File: config.mk
export PLATFORM = sky130hd
export DESIGN_NAME = if_fetch_ctrl_flat
export DESIGN_NICKNAME = d
export VERILOG_FILES = /design/src/rtl/if_fetch_ctrl_pkg.sv /design/src/rtl/if_fetch_ctrl_if.sv /design/src/rtl/if_fetch_ctrl_if_id_reg.sv /design/src/rtl/if_fetch_ctrl.sv /design/src/flat_wrapper.sv
export SDC_FILE = /design/constraint.sdc
export NUM_CORES = 1
export LEC_CHECK = 0
export ABC_AREA = 1
export ABC_CLOCK_PERIOD_IN_PS = 8300
export CORE_UTILIZATION = 50
export CTS_CLUSTER_SIZE = 28
export DETAILED_ROUTE_END_ITERATION = 10
export PLACE_DENSITY = 0.9
export REMOVE_ABC_BUFFERS = 1
export SYNTH_ARGS = -nofsm -noshare
export SYNTH_HDL_FRONTEND = slang
export SYNTH_SLANG_ARGS = --single-unit
File: constraint.sdc
create_clock -name clk -period 8.3 [get_ports clk]
set_input_delay 1.66 -clock clk [delete_from_list [all_inputs] [get_ports clk]]
set_output_delay 1.66 -clock clk [all_outputs]
set_load 0.01 [all_outputs]
File: src/rtl/if_fetch_ctrl_pkg.sv
// Shared types and constants for the instruction-fetch controller.
// The optional FETCH_ALIGN_CHECK_EN build adds misaligned-redirect detection in the top.
package if_fetch_ctrl_pkg;

    typedef enum logic [1:0] {
        ST_REQ     = 2'd0,
        ST_WAIT    = 2'd1,
        ST_HOLD    = 2'd2,
        ST_DISCARD = 2'd3
    } fetch_state_e;

    localparam logic [31:0] RESET_PC_DEF  = 32'h0000_3000;
    localparam logic [31:0] NOP_INSTR_DEF = 32'h0000_0000;
    localparam int          IF_ID_W       = 65;

    function automatic logic [31:0] pc_inc(input logic [31:0] pc);
        return pc + 32'd4;
    endfunction

endpackage

File: src/rtl/if_fetch_ctrl_if.sv
// Instruction-memory request/ready bus between the fetch controller and memory.
interface if_fetch_ctrl_if;
    logic        req;
    logic [31:0] addr;
    logic        ready;
    logic [31:0] rdata;

    modport master (output req, output addr, input ready, input rdata);
    modport slave  (input req, input addr, output ready, output rdata);
endinterface

File: src/rtl/if_fetch_ctrl_if_id_reg.sv
// IF/ID pipeline register: {instruction, pc+4, valid} with flush > hold > load priority.
module if_id_reg #(
    parameter logic [31:0] NOP_INSTR = 32'h0000_0000
) (
    input  logic        clk,
    input  logic        rst,
    input  logic        load,
    input  logic        flush,
    input  logic        hold,
    input  logic [31:0] d_instr,
    input  logic [31:0] d_pc4,
    output logic [31:0] q_instr,
    output logic [31:0] q_pc4,
    output logic        q_valid
);
    import if_fetch_ctrl_pkg::*;

    localparam logic [IF_ID_W-1:0] EMPTY = {NOP_INSTR, 32'd0, 1'b0};

    logic [IF_ID_W-1:0] data_q, data_d;

    always_comb begin
        data_d = data_q;
        if (flush)
            data_d = EMPTY;
        else if (!hold && load)
            data_d = {d_instr, d_pc4, 1'b1};
    end

    always_ff @(posedge clk or posedge rst) begin
        if (rst)
            data_q <= EMPTY;
        else
            data_q <= data_d;
    end

    assign {q_instr, q_pc4, q_valid} = data_q;
endmodule

File: src/rtl/if_fetch_ctrl.sv
// Fetch controller: owns the PC, drives the imem handshake and fills IF/ID.
// Define FETCH_ALIGN_CHECK_EN to add a sticky misalign_err and word-align redirect targets.
module if_fetch_ctrl
    import if_fetch_ctrl_pkg::*;
#(
    parameter logic [31:0] RESET_PC  = RESET_PC_DEF,
    parameter logic [31:0] NOP_INSTR = NOP_INSTR_DEF
) (
    input  logic               clk,
    input  logic               rst,
    input  logic [31:0]        npc_in,
    input  logic               redirect,
    input  logic               stall,
    if_fetch_ctrl_if.master    imem,
    output logic [31:0]        pc_add_out,
    output logic [31:0]        IF_ID_im_out,
    output logic [31:0]        IF_ID_pc_add_out,
`ifdef FETCH_ALIGN_CHECK_EN
    output logic               misalign_err,
`endif
    output logic               IF_ID_valid
);
    fetch_state_e state_q, state_d;
    logic [31:0]  pc_q, pc_d;
    logic         hold_valid_q, hold_valid_d;
    logic [31:0]  hold_instr_q, hold_instr_d;
    logic [31:0]  hold_pc4_q, hold_pc4_d;
    logic [31:0]  redirect_pc;
    logic         req, beat;
    logic         ifid_load, ifid_flush;
    logic [31:0]  ifid_instr, ifid_pc4;

`ifdef FETCH_ALIGN_CHECK_EN
    logic misalign_q, misalign_d;
    assign redirect_pc  = {npc_in[31:2], 2'b00};
    assign misalign_err = misalign_q;
`else
    assign redirect_pc  = npc_in;
`endif

    // Request is forced low while reset is held so memory sees the abandon.
    always_comb begin
        req = 1'b0;
        unique case (state_q)
            ST_REQ:     req = !stall;
            ST_WAIT:    req = 1'b1;
            ST_HOLD:    req = 1'b0;
            ST_DISCARD: req = 1'b1;
            default:    req = 1'b0;
        endcase
        if (rst)
            req = 1'b0;
    end

    assign beat       = req && imem.ready;
    assign imem.req   = req;
    assign imem.addr  = pc_q;
    assign pc_add_out = pc_inc(pc_q);

    always_comb begin
        state_d      = state_q;
        pc_d         = pc_q;
        hold_valid_d = hold_valid_q;
        hold_instr_d = hold_instr_q;
        hold_pc4_d   = hold_pc4_q;
        ifid_load    = 1'b0;
        ifid_flush   = 1'b0;
        ifid_instr   = imem.rdata;
        ifid_pc4     = pc_add_out;
`ifdef FETCH_ALIGN_CHECK_EN
        misalign_d   = misalign_q;
`endif
        if (redirect) begin
            pc_d         = redirect_pc;
            ifid_flush   = 1'b1;
            hold_valid_d = 1'b0;
            state_d      = (req && !imem.ready) ? ST_DISCARD : ST_REQ;
`ifdef FETCH_ALIGN_CHECK_EN
            if (npc_in[1:0] != 2'b00)
                misalign_d = 1'b1;
`endif
        end else begin
            unique case (state_q)
                ST_REQ, ST_WAIT: begin
                    if (beat) begin
                        pc_d = pc_add_out;
                        if (stall) begin
                            hold_valid_d = 1'b1;
                            hold_instr_d = imem.rdata;
                            hold_pc4_d   = pc_add_out;
                            state_d      = ST_HOLD;
                        end else begin
                            ifid_load = 1'b1;
                            state_d   = ST_REQ;
                        end
                    end else if (!stall && req) begin
                        state_d = ST_WAIT;
                    end
                end
                ST_HOLD: begin
                    if (!stall) begin
                        ifid_load    = hold_valid_q;
                        ifid_instr   = hold_instr_q;
                        ifid_pc4     = hold_pc4_q;
                        hold_valid_d = 1'b0;
                        state_d      = ST_REQ;
                    end
                end
                ST_DISCARD: begin
                    if (beat)
                        state_d = ST_REQ;
                end
                default: state_d = ST_REQ;
            endcase
        end
    end

    always_ff @(posedge clk or posedge rst) begin
        if (rst) begin
            state_q      <= ST_REQ;
            pc_q         <= RESET_PC;
            hold_valid_q <= 1'b0;
            hold_instr_q <= NOP_INSTR;
            hold_pc4_q   <= 32'd0;
`ifdef FETCH_ALIGN_CHECK_EN
            misalign_q   <= 1'b0;
`endif
        end else begin
            state_q      <= state_d;
            pc_q         <= pc_d;
            hold_valid_q <= hold_valid_d;
            hold_instr_q <= hold_instr_d;
            hold_pc4_q   <= hold_pc4_d;
`ifdef FETCH_ALIGN_CHECK_EN
            misalign_q   <= misalign_d;
`endif
        end
    end

    if_id_reg #(.NOP_INSTR(NOP_INSTR)) u_if_id (
        .clk     (clk),
        .rst     (rst),
        .load    (ifid_load),
        .flush   (ifid_flush),
        .hold    (stall),
        .d_instr (ifid_instr),
        .d_pc4   (ifid_pc4),
        .q_instr (IF_ID_im_out),
        .q_pc4   (IF_ID_pc_add_out),
        .q_valid (IF_ID_valid)
    );
endmodule

File: src/flat_wrapper.sv
// flat-port wrapper written by rule: the top's interface ports become plain ports
module if_fetch_ctrl_flat import if_fetch_ctrl_pkg::*;
#(
    parameter logic [31:0] RESET_PC  = RESET_PC_DEF,
    parameter logic [31:0] NOP_INSTR = NOP_INSTR_DEF
)
  (clk, rst, npc_in, redirect, stall, pc_add_out, IF_ID_im_out, IF_ID_pc_add_out, IF_ID_valid, imem_req, imem_addr, imem_ready, imem_rdata);
  if_fetch_ctrl_if imem_i ();
  input  logic clk;
  input  logic rst;
  input  logic [31:0] npc_in;
  input  logic redirect;
  input  logic stall;
  output logic [31:0] pc_add_out;
  output logic [31:0] IF_ID_im_out;
  output logic [31:0] IF_ID_pc_add_out;
  output logic IF_ID_valid;
  output wire logic [$bits(imem_i.req)-1:0] imem_req;
  output wire logic [$bits(imem_i.addr)-1:0] imem_addr;
  input wire logic [$bits(imem_i.ready)-1:0] imem_ready;
  input wire logic [$bits(imem_i.rdata)-1:0] imem_rdata;
  assign imem_req = imem_i.req;
  assign imem_addr = imem_i.addr;
  assign imem_i.ready = imem_ready;
  assign imem_i.rdata = imem_rdata;
  if_fetch_ctrl #(.RESET_PC(RESET_PC), .NOP_INSTR(NOP_INSTR)) u_core (.clk(clk), .rst(rst), .npc_in(npc_in), .redirect(redirect), .stall(stall), .imem(imem_i), .pc_add_out(pc_add_out), .IF_ID_im_out(IF_ID_im_out), .IF_ID_pc_add_out(IF_ID_pc_add_out), .IF_ID_valid(IF_ID_valid));
endmodule
Yosys cells after proc, flatten, opt, wreduce, memory -nomap -nowiden --
Cells that the tools add are included. Widths: inputs -> output; s select.
Operators by class: add/sub/neg operators 1, eq/ne operators 8, mux-type cells 32, bitwise operators 1, reductions and logical operators 17
Operators with widths (count):
- $mux 32 | 9
- $mux 65 | 2
- $add 32x3->32 const B | 1
- $mux 2 | 7
- $mux 1 | 10
- $ne 3x2->1 const B | 2
- $ne 3x3->1 const B | 2
- $pmux 2 s3 | 1
- $reduce_and 3->1 | 2
- $reduce_bool 2->1 | 3
- $eq 2x2->1 const B | 2
- $logic_and 1x1->1 | 4
- $ne 4x2->1 const B | 1
- $pmux 1 s2 | 2
- $reduce_and 4->1 | 1
- $reduce_or 2->1 | 2
- $pmux 1 s3 | 1
- $reduce_bool 3->1 | 1
- $eq 2x1->1 const B | 1
- $logic_not 1->1 | 2
- $logic_not 2->1 | 1
- $reduce_and 2->1 | 1
- $not 1->1 | 1
Word-level totals: register bits after elaboration 164, input bits 69

Depth between registers and ports, before layout --
Gate-level depths: netlist of the first run.
depth after elaboration 11, depth in mapped cells 11, gate-level depth less buffers 11

By module --
A second synthesis of the first run with hierarchy kept.
Unflattened totals: cell total of the unflattened synthesis 1308, area total of the unflattened synthesis 9375.2 um^2
Modules (own cells, without submodules):
- if_fetch_ctrl | times used 1, cells each 1010, area each 6349.8 um^2, sequential area each 2479.9 um^2
- if_id_reg | times used 1, cells each 298, area each 3025.4 um^2, sequential area each 1626.6 um^2

Least setup slack after synthesis of the first run --
OpenSTA, ideal clock, no wires.
path kind in2out, start point input port rst, end point output port imem_req, arrival 5.742 ns, setup slack 0.898 ns, stages on the path 3, path buffers 0, cell sequence inv_1 -> nand3_2 -> inv_1
On the way: cells in the longest elaborated chain, start to end 1
Ends and longest elaborated chain:
- start, declared | line flat_wrapper.sv:10 | input logic rst;
- $mux 1 | line if_fetch_ctrl.sv:51 | if (rst)
- end, declared | line flat_wrapper.sv:18 | output wire logic [$bits(imem_i.req)-1:0] imem_req;
Every way passes these cells.

Worst setup path after layout of the first run --
start point input port stall, end point output port imem_req
On the way: cells in the longest elaborated chain, start to end 3
Ends and longest elaborated chain:
- start, declared | line flat_wrapper.sv:13 | input logic stall;
- $logic_not 1->1 | line if_fetch_ctrl.sv:45 | ST_REQ: req = !stall;
- $pmux 1 s3 | line if_fetch_ctrl.sv:44 | unique case (state_q)
- $mux 1 | line if_fetch_ctrl.sv:51
Every way passes these cells.

==> impl_results.rst, run 1 <==
.. list-table::
   :header-rows: 1

   * - Metric
     - Value
   * - X dimension of the die
     - 129 um
   * - Portion of total power attributed to combinational logic
     - 0.244
   * - Num rows
     - 46
   * - Non-filler instance count after layout
     - between 1000 and 1500
   * - Most prevalent standard cell on the critical path
     - clkdlybuf4s50_1
   * - H-tree depth reported by CTS
     - 4
   * - Vias
     - 7913
   * - Critical Path Source Type
     - input pin
   * - Root buf cell
     - clkbuf_16
   * - Overall overflow remaining after global route
     - 0
   * - Reg power frac
     - 0.445
   * - Number of inserted filler cells in the final layout
     - approximately 1300
   * - Total placed cells including tap cells
     - around 1400
   * - Worst hold margin
     - 0.481 ns
   * - Layout cells sized above 1
     - 0.0446
   * - Slew of the pin with the lowest slew margin
     - 1.27 ns
   * - DPL Wire Length
     - 16.2 mm
   * - Internal power contribution
     - about 1.7 mW
   * - Cells along the critical path
     - clkdlybuf4s50_1 > nand2_1 > nand3_2 > inv_1 > clkdlybuf4s50_1
   * - Number of vias per cell after detailed routing
     - 5.38
   * - Post-cts hold buffer count
     - 0
   * - Power consumption
     - between 2 and 3 mW
   * - Proportion of netlist area held by the largest area contributor
     - 0.499
   * - Net Sw Power
     - 0.789 mW
   * - Clock slew seen by the registers of the worst setup and hold paths
     - 0.06 ns
   * - Pin count of the biggest net entering global routing
     - 85
   * - Summed area of non-filler cells in the final layout
     - about 11000 um^2
   * - Final cell utilization of the core
     - 0.679
   * - Vias in the first global route
     - 7523
   * - Setup slack at placement
     - 3.09 ns
   * - Instance area at placement
     - 10200 um^2
   * - Cell variety after synth
     - 36
   * - Peak supply drop
     - roughly 0.16 mV
   * - Antenna violation net count after detailed routing
     - 0
   * - Final routed wirelength across all metal layers
     - 23.7 mm
   * - Outcome
     - finished, final reports clean
   * - Worst-case setup margin in the final layout
     - 3.02 ns
   * - CTS Buf Count
     - 17
   * - Overall Global Routing Usage
     - 0.293
   * - Area of the mapped netlist
     - 8120 um^2
   * - Latest clock arrival within the worst-skew pair
     - around 0.43 ns
   * - CTS Buffer Depth
     - 2
   * - Number of detailed-routing iterations run before antenna repair
     - 5
   * - Total of cells resized after clock tree synthesis
     - 0
   * - Sinks on Clock Net
     - 164
   * - Total of warnings raised by yosys
     - 0
   * - Fraction of the yosys area taken by sequential cells
     - 0.506
   * - Shortest period the worst path allows
     - 5.28 ns
   * - # diodes
     - 0
   * - Die Ht
     - 129 um
   * - Largest incremental delay on the critical path
     - 0.80 ns
   * - Library cell contributing the largest single delay on the critical path
     - clkdlybuf4s50_1
   * - Die Area
     - 16800 um^2
   * - Average cell area after synthesis
     - 7.58 um^2
   * - Period Utilization, post-route
     - 0.636
   * - Total of max-cap violations
     - 0
   * - Post-CTS setup repair buffer count
     - 0
   * - Std-Cell Core Area
     - 15900 um^2
   * - Clk pwr share
     - 0.311
   * - Data required, critical path
     - 6.64 ns
   * - WP data arrival
     - 3.62 ns
   * - Setup Skew
     - 0.00756 ns
   * - Final setup vio count
     - 0
   * - Number of antenna violations at the first check in global routing
     - 0
   * - Power per cell area
     - 232 nW/um^2
   * - Final hold viol count
     - 0
   * - Worst hold-check path type
     - flop to flop
   * - Boundary pin count
     - 199
   * - Slew margin rel.
     - 0.151
   * - Growth of design area from synthesis to finish
     - 32.8%
   * - Clock tree from TritonCTS
     - yes
   * - Global-route wire length before repair
     - about 38 mm
   * - Final sum of negative setup slack
     - 0 ns
   * - Number of nets in the layout
     - 1313
   * - Number of storage elements in the synthesis netlist
     - about 160
   * - Drt initial violations
     - 765
   * - GPL Wtd Cong
     - 0.954
   * - Maximum fanout along the worst path
     - 18
   * - Initial core utilization
     - 0.511
   * - Maximum achievable frequency
     - 189 MHz
   * - Worst Setup Path Type
     - input pin to output pin
   * - Detailed-route DRC error count
     - 0
   * - Kind of capture point of the worst setup path
     - output pin
   * - Synthesized instance count
     - 1071
   * - Leakage component of the power
     - 5.25 nW
   * - Synth top area cells
     - dfrtp_1 50%, nand2_1 18%, o21ai_0 7.4%, inv_1 4.7%, nor2_1 3.1%
   * - Total of buffers placed on input and output ports
     - just under 200
   * - Unrepaired setup endpoints after global routing
     - false
   * - Cell type with the highest aggregate area in the netlist
     - dfrtp_1
   * - Net switching share of the total power
     - 0.315
   * - Final number of max-transition violations
     - 0
   * - Routed len/inst
     - about 16 um
-- synth_stat cells --
master / instances
buf_1: 5
nand2_1: 380
nor2_2: 3
clkinv_1: 1
nand2_4: 1
o22ai_1: 2
a22oi_1: 16
buf_4: 8
o21ai_0: 120
nand3b_1: 6
buf_2: 11
dfrtp_1: 162
xnor2_1: 3
clkbuf_1: 28
inv_2: 3
a21oi_1: 13
ha_1: 1
inv_1: 101
o21ai_1: 40
buf_6: 1
a21oi_2: 3
dfstp_2: 2
nand4_1: 7
a31oi_1: 4
nand3_1: 42
nand3_2: 1
nor2_4: 2
mux2i_1: 1
nor2_1: 68
o211ai_1: 9
xor2_1: 4
o21bai_1: 3
nor3b_1: 1
and2_1: 1
and3_1: 1
nor3_1: 17
-- final timing paths --
kind,from,end,slack (ns),cells past startpoint
min,u_core.u_if_id.data_q[28]$_DFFE_PP0P_,u_core.u_if_id.data_q[28]$_DFFE_PP0P_,0.48,2
max,stall,imem_req,3.02,5
max reg2reg,u_core.state_q[1]$_DFFE_PP0P_,u_core.hold_pc4_q[23]$_DFFE_PP0P_,4.26,9
min in group asynchronous,rst,u_core.u_if_id.data_q[41]$_DFFE_PP0P_,1.65,2
min reg2reg,u_core.u_if_id.data_q[28]$_DFFE_PP0P_,u_core.u_if_id.data_q[28]$_DFFE_PP0P_,0.48,2
max in group asynchronous,rst,u_core.hold_pc4_q[2]$_DFFE_PP0P_,5.47,3
-- per-layer routing --
| layer | vias up | routed length, um | track usage |
|---|---|---|---|
| met4 | 0 | 664 | 0.114 |
| met5 | - | 0 | 0 |
| met3 | 56 | 1950 | 0.0801 |
| met1 | 3740 | 9820 | 0.366 |
| li1 | 3765 | - | - |
| met2 | 352 | 11300 | 0.485 |
-- area by class of cell --
class                   count  area, um^2  area share
clock buffers              23         478      0.0443
clock inverters             9         103     0.00951
inverters                 105         400      0.0371
multi-input cells         749        3380       0.314
flip-flops and latches    164        4110       0.381
well taps                 216         270      0.0251
repair buffers            206        2040       0.189
-- power by group through the flow --
stage          clock network, mW  registers (mW)  logic (mW)
3_3_place_gp                   0            1.11       0.581
2_1_floorplan                  0            1.10       0.321
4_1_cts                    0.785            1.11       0.611
6_report                   0.778            1.11       0.611
5_1_grt                    0.821            1.13       0.681
3_5_place_dp                   0            1.12       0.608
-- cell usage in the layout (no fill, tap or decap), types with 3 or more instances in the layout --
cell and count:
nand2_1 378, clkdlybuf4s50_1 198, dfrtp_1 162, o21ai_0 120
inv_1 100, nor2_1 67, nand3_1 42, o21ai_1 40
nor3_1 17, clkbuf_16 17, a22oi_1 16, a21oi_1 13
o211ai_1 9, buf_4 8, nand4_1 7, nand3b_1 6
clkinv_2 5, xor2_1 4, a31oi_1 4, nor2_4 3
a21oi_2 3, nor2_2 3, xnor2_1 3, o21bai_1 3
clkbuf_8 3, clkbuf_1 3, clkinvlp_4 3
-- worst max-delay path: cells and delay by family --
kind | cells | cell delay (ns)
buffers and inverters | 3 | 1.57
and+or+nand+nor | 2 | 0.39
-- flip-flops by register name, indices dropped and copies added (netlist names) --
register and cells:
u_core.hold_instr_q 32, u_core.hold_pc4_q 32, u_core.hold_valid_q 1, u_core.imem.addr 32, u_core.u_if_id.data_q 65, u_core.state_q 2
-- logic make-up (layout without fill, tap and decap cells) --
| kind of cell | after synthesis | in the layout | share of synthesized area |
|---|---|---|---|
| xor+xnor | 7 | 7 | 0.00755 |
| flops | 164 | 164 | 0.506 |
| simple gates | 530 | 530 | 0.264 |
| fa+ha+maj | 1 | 1 | 0.00154 |
| mux | 1 | 1 | 0.00123 |
| compound gates | 210 | 210 | 0.140 |
| buf+inv | 158 | 343 | 0.0793 |
No activity file was read; power rests on OpenSTA's default activity.
==> run 2: changes to the inputs <==
Settings changed: ABC_CLOCK_PERIOD_IN_PS 8300 to 5420.
Clock period 8.3 ns to 5.42 ns, I/O delays scaled along.
==> run 2 against run 1 <==
Global-route usage grew 0.60 points; sequential power is 53% higher; routed wire length rose by 0.50%; via count rose by 0.97%; largest cell class unchanged; highest routed layer unchanged.
==> impl_results.rst, run 2 (synthesis gave the netlist of run 1 again) <==
.. list-table::
   :header-rows: 1

   * - Metric
     - Value
   * - Outcome
     - finished, final reports clean
   * - Global-route wire length before repair
     - about 39 mm
   * - Pin count of the biggest net entering global routing
     - 85
   * - Die Area
     - 16800 um^2
   * - Maximum fanout along the worst path
     - 10
   * - X dimension of the die
     - 129 um
   * - Number of detailed-routing iterations run before antenna repair
     - 5
   * - Unrepaired setup endpoints after global routing
     - false
   * - Latest clock arrival within the worst-skew pair
     - 0.42 ns
   * - Leading cell types in the layout, fill and taps excluded
     - 378 x nand2_1, 198 x clkdlybuf4s50_1, 162 x dfrtp_1
   * - Boundary pin count
     - 199
   * - Num rows
     - 46
   * - Drt initial violations
     - a little over 700
   * - H-tree depth reported by CTS
     - 4
   * - Clock tree from TritonCTS
     - yes
   * - Growth of design area from synthesis to finish
     - 33.6%
   * - CTS Buf Count
     - 17
   * - Global routing met3 resource utilization
     - 0.0805
   * - Initial core utilization
     - 0.511
   * - Total of buffers placed on input and output ports
     - roughly 200
   * - Cells along the critical path
     - clkdlybuf4s50_1 > buf_4 > nand2_1 > nand3_2 > inv_1 > clkdlybuf4s50_1
   * - M2 GR Usage
     - 0.483
   * - Period Utilization, post-route
     - 0.744
   * - Leakage component of the power
     - 5.29 nW
   * - Delay-heaviest family, CP
     - buffers and inverters
   * - Worst Setup Path Type
     - input pin to output pin
   * - CTS Buffer Depth
     - 2
   * - Most common library cell in the layout ignoring fill and taps
     - nand2_1
   * - Global Route met1 Usage
     - 0.373
   * - Number of antenna violations at the first check in global routing
     - 0
   * - Setup Skew
     - 0.00792 ns
   * - Final routed wirelength across all metal layers
     - 23.9 mm
   * - Worst hold-check path type
     - flop to flop
   * - Total of max-cap violations
     - 0
   * - DPL Wire Length
     - 16.4 mm
   * - Die Ht
     - 129 um
   * - Vias
     - approximately 8000
   * - WP data arrival
     - 2.95 ns
   * - Maximum achievable frequency
     - 248 MHz
   * - Root buf cell
     - clkbuf_16
   * - Total of cells resized after clock tree synthesis
     - 0
   * - Library cell contributing the largest single delay on the critical path
     - clkdlybuf4s50_1
   * - Most prevalent standard cell on the critical path
     - clkdlybuf4s50_1
   * - Number of nets in the layout
     - 1317
   * - Detailed-route DRC error count
     - 0
   * - Final hold viol count
     - 0
   * - Layout cells sized above 1
     - 0.0476
   * - Clock slew seen by the registers of the worst setup and hold paths
     - ~0.060 ns
   * - Final setup vio count
     - 0
   * - Final cell utilization of the core
     - 0.683
   * - Logic depth of the worst setup path including buffers
     - 6
   * - Largest register FFs
     - 65
   * - Post-cts hold buffer count
     - 0
   * - Post-CTS setup repair buffer count
     - 0
   * - Summed area of non-filler cells in the final layout
     - 10900 um^2
   * - Kind of capture point of the worst setup path
     - output pin
   * - Final number of max-transition violations
     - 0
   * - Largest incremental delay on the critical path
     - 0.60 ns
   * - Vias in the first global route
     - 7758
   * - Instance area at placement
     - 10200 um^2
   * - GPL Wtd Cong
     - between 0.9 and 1
   * - Slew of the pin with the lowest slew margin
     - 0.977 ns
   * - Sinks on Clock Net
     - 164
   * - Overall overflow remaining after global route
     - 0
   * - Power per cell area
     - 358 nW/um^2
   * - Antenna violation net count after detailed routing
     - 0
   * - Routed len/inst
     - between 15 and 20 um
   * - R2R depth
     - 9
   * - Data required, critical path
     - 4.34 ns
   * - Overall Global Routing Usage
     - 0.299
   * - # diodes
     - 0
   * - Number of cells on the worst hold path
     - 2
   * - Std-Cell Core Area
     - 15900 um^2
   * - Peak supply drop
     - 0.230 mV
   * - Busiest layer in global routing
     - met2
   * - Shortest period the worst path allows
     - 4.03 ns
   * - Worst Path Buf+Inv
     - 4
   * - Slew margin rel.
     - 0.349
   * - Number of vias per cell after detailed routing
     - 5.41
   * - Most flop-heavy register
     - u_core.u_if_id.data_q
   * - Final sum of negative setup slack
     - 0 ns
   * - Critical Path Source Type
     - input pin
==> run 2: cell count changes in the layout (fill, tap and decap cells not counted), sizes merged <==
cell      before  now
buf            8   12
bufinv         2    3
clkinv         6    7
clkinvlp       3    1
==> run 2: where the power goes <==
part | internal [mW] | switching [mW] | leakage, nW
clock network | 0.760 | 0.484 | 0.297
registers | 1.50 | 0.208 | 2.12
logic | 0.422 | 0.516 | 2.87
==> run 2: area by class of cell <==
class	count	area [um^2]
well taps	216	270
multi-input cells	749	3380
clock inverters	9	126
repair buffers	210	2080
clock buffers	23	478
flip-flops and latches	164	4110
inverters	105	400
fillers	1297	5030
==> run 2: through the flow <==
| stage | power [mW] | worst slack (ns) | hold WS, ns | instances |
|---|---|---|---|---|
| finish | 3.88 | 1.39 | 0.480 | 1476 |
| global route | 4.09 | 1.27 | 0.506 | 1476 |
| CTS | 3.89 | 1.43 | 0.483 | 1476 |
| detailed placement | 2.64 | 1.45 | 0.464 | 1444 |
| global placement | 2.59 | 1.49 | 0.460 | 1444 |
| floorplan | 2.18 | -1.16 | 0.448 | 1018 |
==> run 2: final timing paths <==
kind	from	slack, ns	to
worst max-delay path	stall	1.39	imem_req
worst min-delay path	u_core.hold_instr_q[25]$_DFFE_PP0P_	0.48	u_core.hold_instr_q[25]$_DFFE_PP0P_
worst max register to register	u_core.state_q[1]$_DFFE_PP0P_	1.95	u_core.hold_pc4_q[12]$_DFFE_PP0P_
worst min register to register	u_core.hold_instr_q[25]$_DFFE_PP0P_	0.48	u_core.hold_instr_q[25]$_DFFE_PP0P_
max in group asynchronous	rst	3.08	u_core.hold_pc4_q[4]$_DFFE_PP0P_
min in group asynchronous	rst	1.04	u_core.u_if_id.data_q[20]$_DFFE_PP0P_
==> run 2: worst register-to-register path, cell delays in order, from the launching register on <==
cell and delay (ns):
dfrtp_1 0.62, nand2_1 0.78, nand3_2 0.25, nor2_4 0.20, nand2_4 0.18, nor2_4 0.57, clkinv_2 0.13, buf_4 0.35
nand2_1 0.15, o21ai_0 0.10
==> run 2: metal layers <==
| layer | vias to the layer above | share of wire |
|---|---|---|
| met3 | 71 | 0.084 |
| met2 | 375 | 0.47 |
| met1 | 3763 | 0.41 |
| met4 | 0 | 0.035 |
| li1 | 3781 | - |
| met5 | - | 0 |
==> RTL change (config.mk and constraints of run 1) <==
The 4 states of `fetch_state_e` get a one-hot encoding in 4 bits.
--- a/src/rtl/if_fetch_ctrl_pkg.sv
+++ b/src/rtl/if_fetch_ctrl_pkg.sv
@@ -4,7 +4,7 @@
 
-    typedef enum logic [1:0] {
-        ST_REQ     = 2'd0,
-        ST_WAIT    = 2'd1,
-        ST_HOLD    = 2'd2,
-        ST_DISCARD = 2'd3
+    typedef enum logic [3:0] {
+        ST_REQ     = 4'b0001,
+        ST_WAIT    = 4'b0010,
+        ST_HOLD    = 4'b0100,
+        ST_DISCARD = 4'b1000
     } fetch_state_e;
Behaviour: same outputs for any inputs over 4 cycles, from zero or initial values and one cycle with rst high; so few cycles prove little.
==> RTL change against run 1 <==
- largest power group unchanged
- sequential cell count grew 2
- critical path type unchanged
- sequential share of layout area shrank 2.3 points
- final cell count grew 13%
- design area grew 7.7%
- total power grew 22%
- core utilization shrank 1.6 points
- area after synthesis grew 12%
- wire length grew 12%
- largest cell class is now multi-input combinational cells
- setup slack lost 0.045 ns
==> RTL change: results (changes against run 1) <==
syn_area_per_cell_sq_um: 7.111  # -6.2%
drt_wl_total_um: 26680  # +12%
dp_worst_setup_slack_ns: 3.050  # -0.03811 ns
grtUsageMet2_pct: 47.55  # -1.0 points
grt_pass1_wl_um: 42670  # +13%
wire_per_inst_um: 16.00  # -0.77%
die_w_um: 136.7  # +5.6%
n_all_buffers: 208  # +0.97%
ys_types: 39  # +8.3%
nets: 1500  # +14%
clk_path_buf_depth: 2  # unchanged
synthAdderAreaFrac_pct: 0.1379  # -0.016 points
grt_pass1_vias: 8610  # +14%
wl_met3_um: 2629  # +35%
ys_seq_area_share_pct: 45.82  # -4.7 points
clock-skew-final_ns: 0.007283  # -0.0002805 ns
multi_input_area_sq_um: 4159  # +23%
power_leakage_nw: 5.772  # +9.9%
buf_share_pct: 17.62  # -1.3 points
clk_latency_ns: 0.43  # about the same
htree_levels: 4  # unchanged
clockRootBuffer: "clkbuf_16"
placed_area_sq_um: 11020  # +8.0%
path_max_fanout: 81  # +63
synth.area.mux_share_pct: 0.1103  # -0.013 points
placed_cells: 1636  # +14%
grt_max_degree: 95  # +12%
wl_met2_um: 12560  # +11%
m1WireLength_um: 10690  # +8.9%
slowest_delay_ns: 0.57  # -0.23 ns
nNonClkInverters: 99  # -5.7%
numCtsBuffers: 17  # unchanged
gr-total-overflow: 0  # unchanged
drt-initial-drc-count: 696  # -9.0%
synth_compound_area_share_pct: 7.929  # -6.1 points
synth-xor-area-share_pct: 0.5792  # -0.18 points
tightest_slew_ns: 1.221  # -0.05330 ns
regArea_sq_um: 4158  # +1.2%
drtPass1Iterations: 6  # +1
clock_area_share_pct: 5.095  # -0.29 points
synth_area_leaders: "dfrtp_1 (45%), nand2_1 (23%), o21ai_0 (5.5%)"
ir_worst_vdd_uv: 174.0  # +5.7%
use_met3_pct: 5.963  # -2.0 points
status: "complete, no violations"
hpwl_um: 16920  # +4.7%
globalplace.congestion: 0.9266  # -2.9%
nClkBuffers: 19  # -17%
grt_usage_pct: 29.52  # +0.19 points
synth_common_cells: "nand2_1 (568), dfrtp_1 (163), o21ai_0 (100)"
drive_gt1_share_pct: 5.891  # +1.4 points
via_count: 9182  # +16%
fillCellCount: 1459  # +14%
nFlopsAndLatches: 166  # +1.2%
finish.instance_area_sq_um: 11620  # +7.7%
cp_slowest_cell: "buf_4"
multi_input_cells: 938  # +25%
met1_usage_pct: 37.87  # +1.2 points
critPathArrivalTime_ns: 3.67  # +0.05 ns
cts_resized: 0  # unchanged
-- RTL change: cell count changes after synthesis, sizes merged, moves of 11 or more --
cell / delta
nand2: +192
nand4: +59
o21ai: -30
nand3: +21
buf: +19
or2: +19
a22oi: -16
nor3: -16
a21oi: -13
nor2: -11
-- RTL change: power breakdown --
part	total (mW)	internal [mW]	switching, mW
registers	1.20	1.03	0.169
clock network	0.801	0.455	0.346
logic	1.05	0.452	0.598
total	3.05	1.94	1.11
-- RTL change: path summary, 6_finish.rpt --
path                                       startpoint                   endpoint  slack (ns)  cells past startpoint
worst min-delay path            u_core.hold_pc4_q[16]      u_core.hold_pc4_q[16]        0.48                      2
worst max register to register      u_core.state_q[0]      u_core.hold_pc4_q[20]        4.92                     12
worst max-delay path                            stall                   imem_req        2.97                      8
worst min register to register  u_core.hold_pc4_q[16]      u_core.hold_pc4_q[16]        0.48                      2
min in group asynchronous                         rst     u_core.hold_instr_q[0]        1.61                      2
max in group asynchronous                         rst  u_core.u_if_id.data_q[11]        4.67                      4
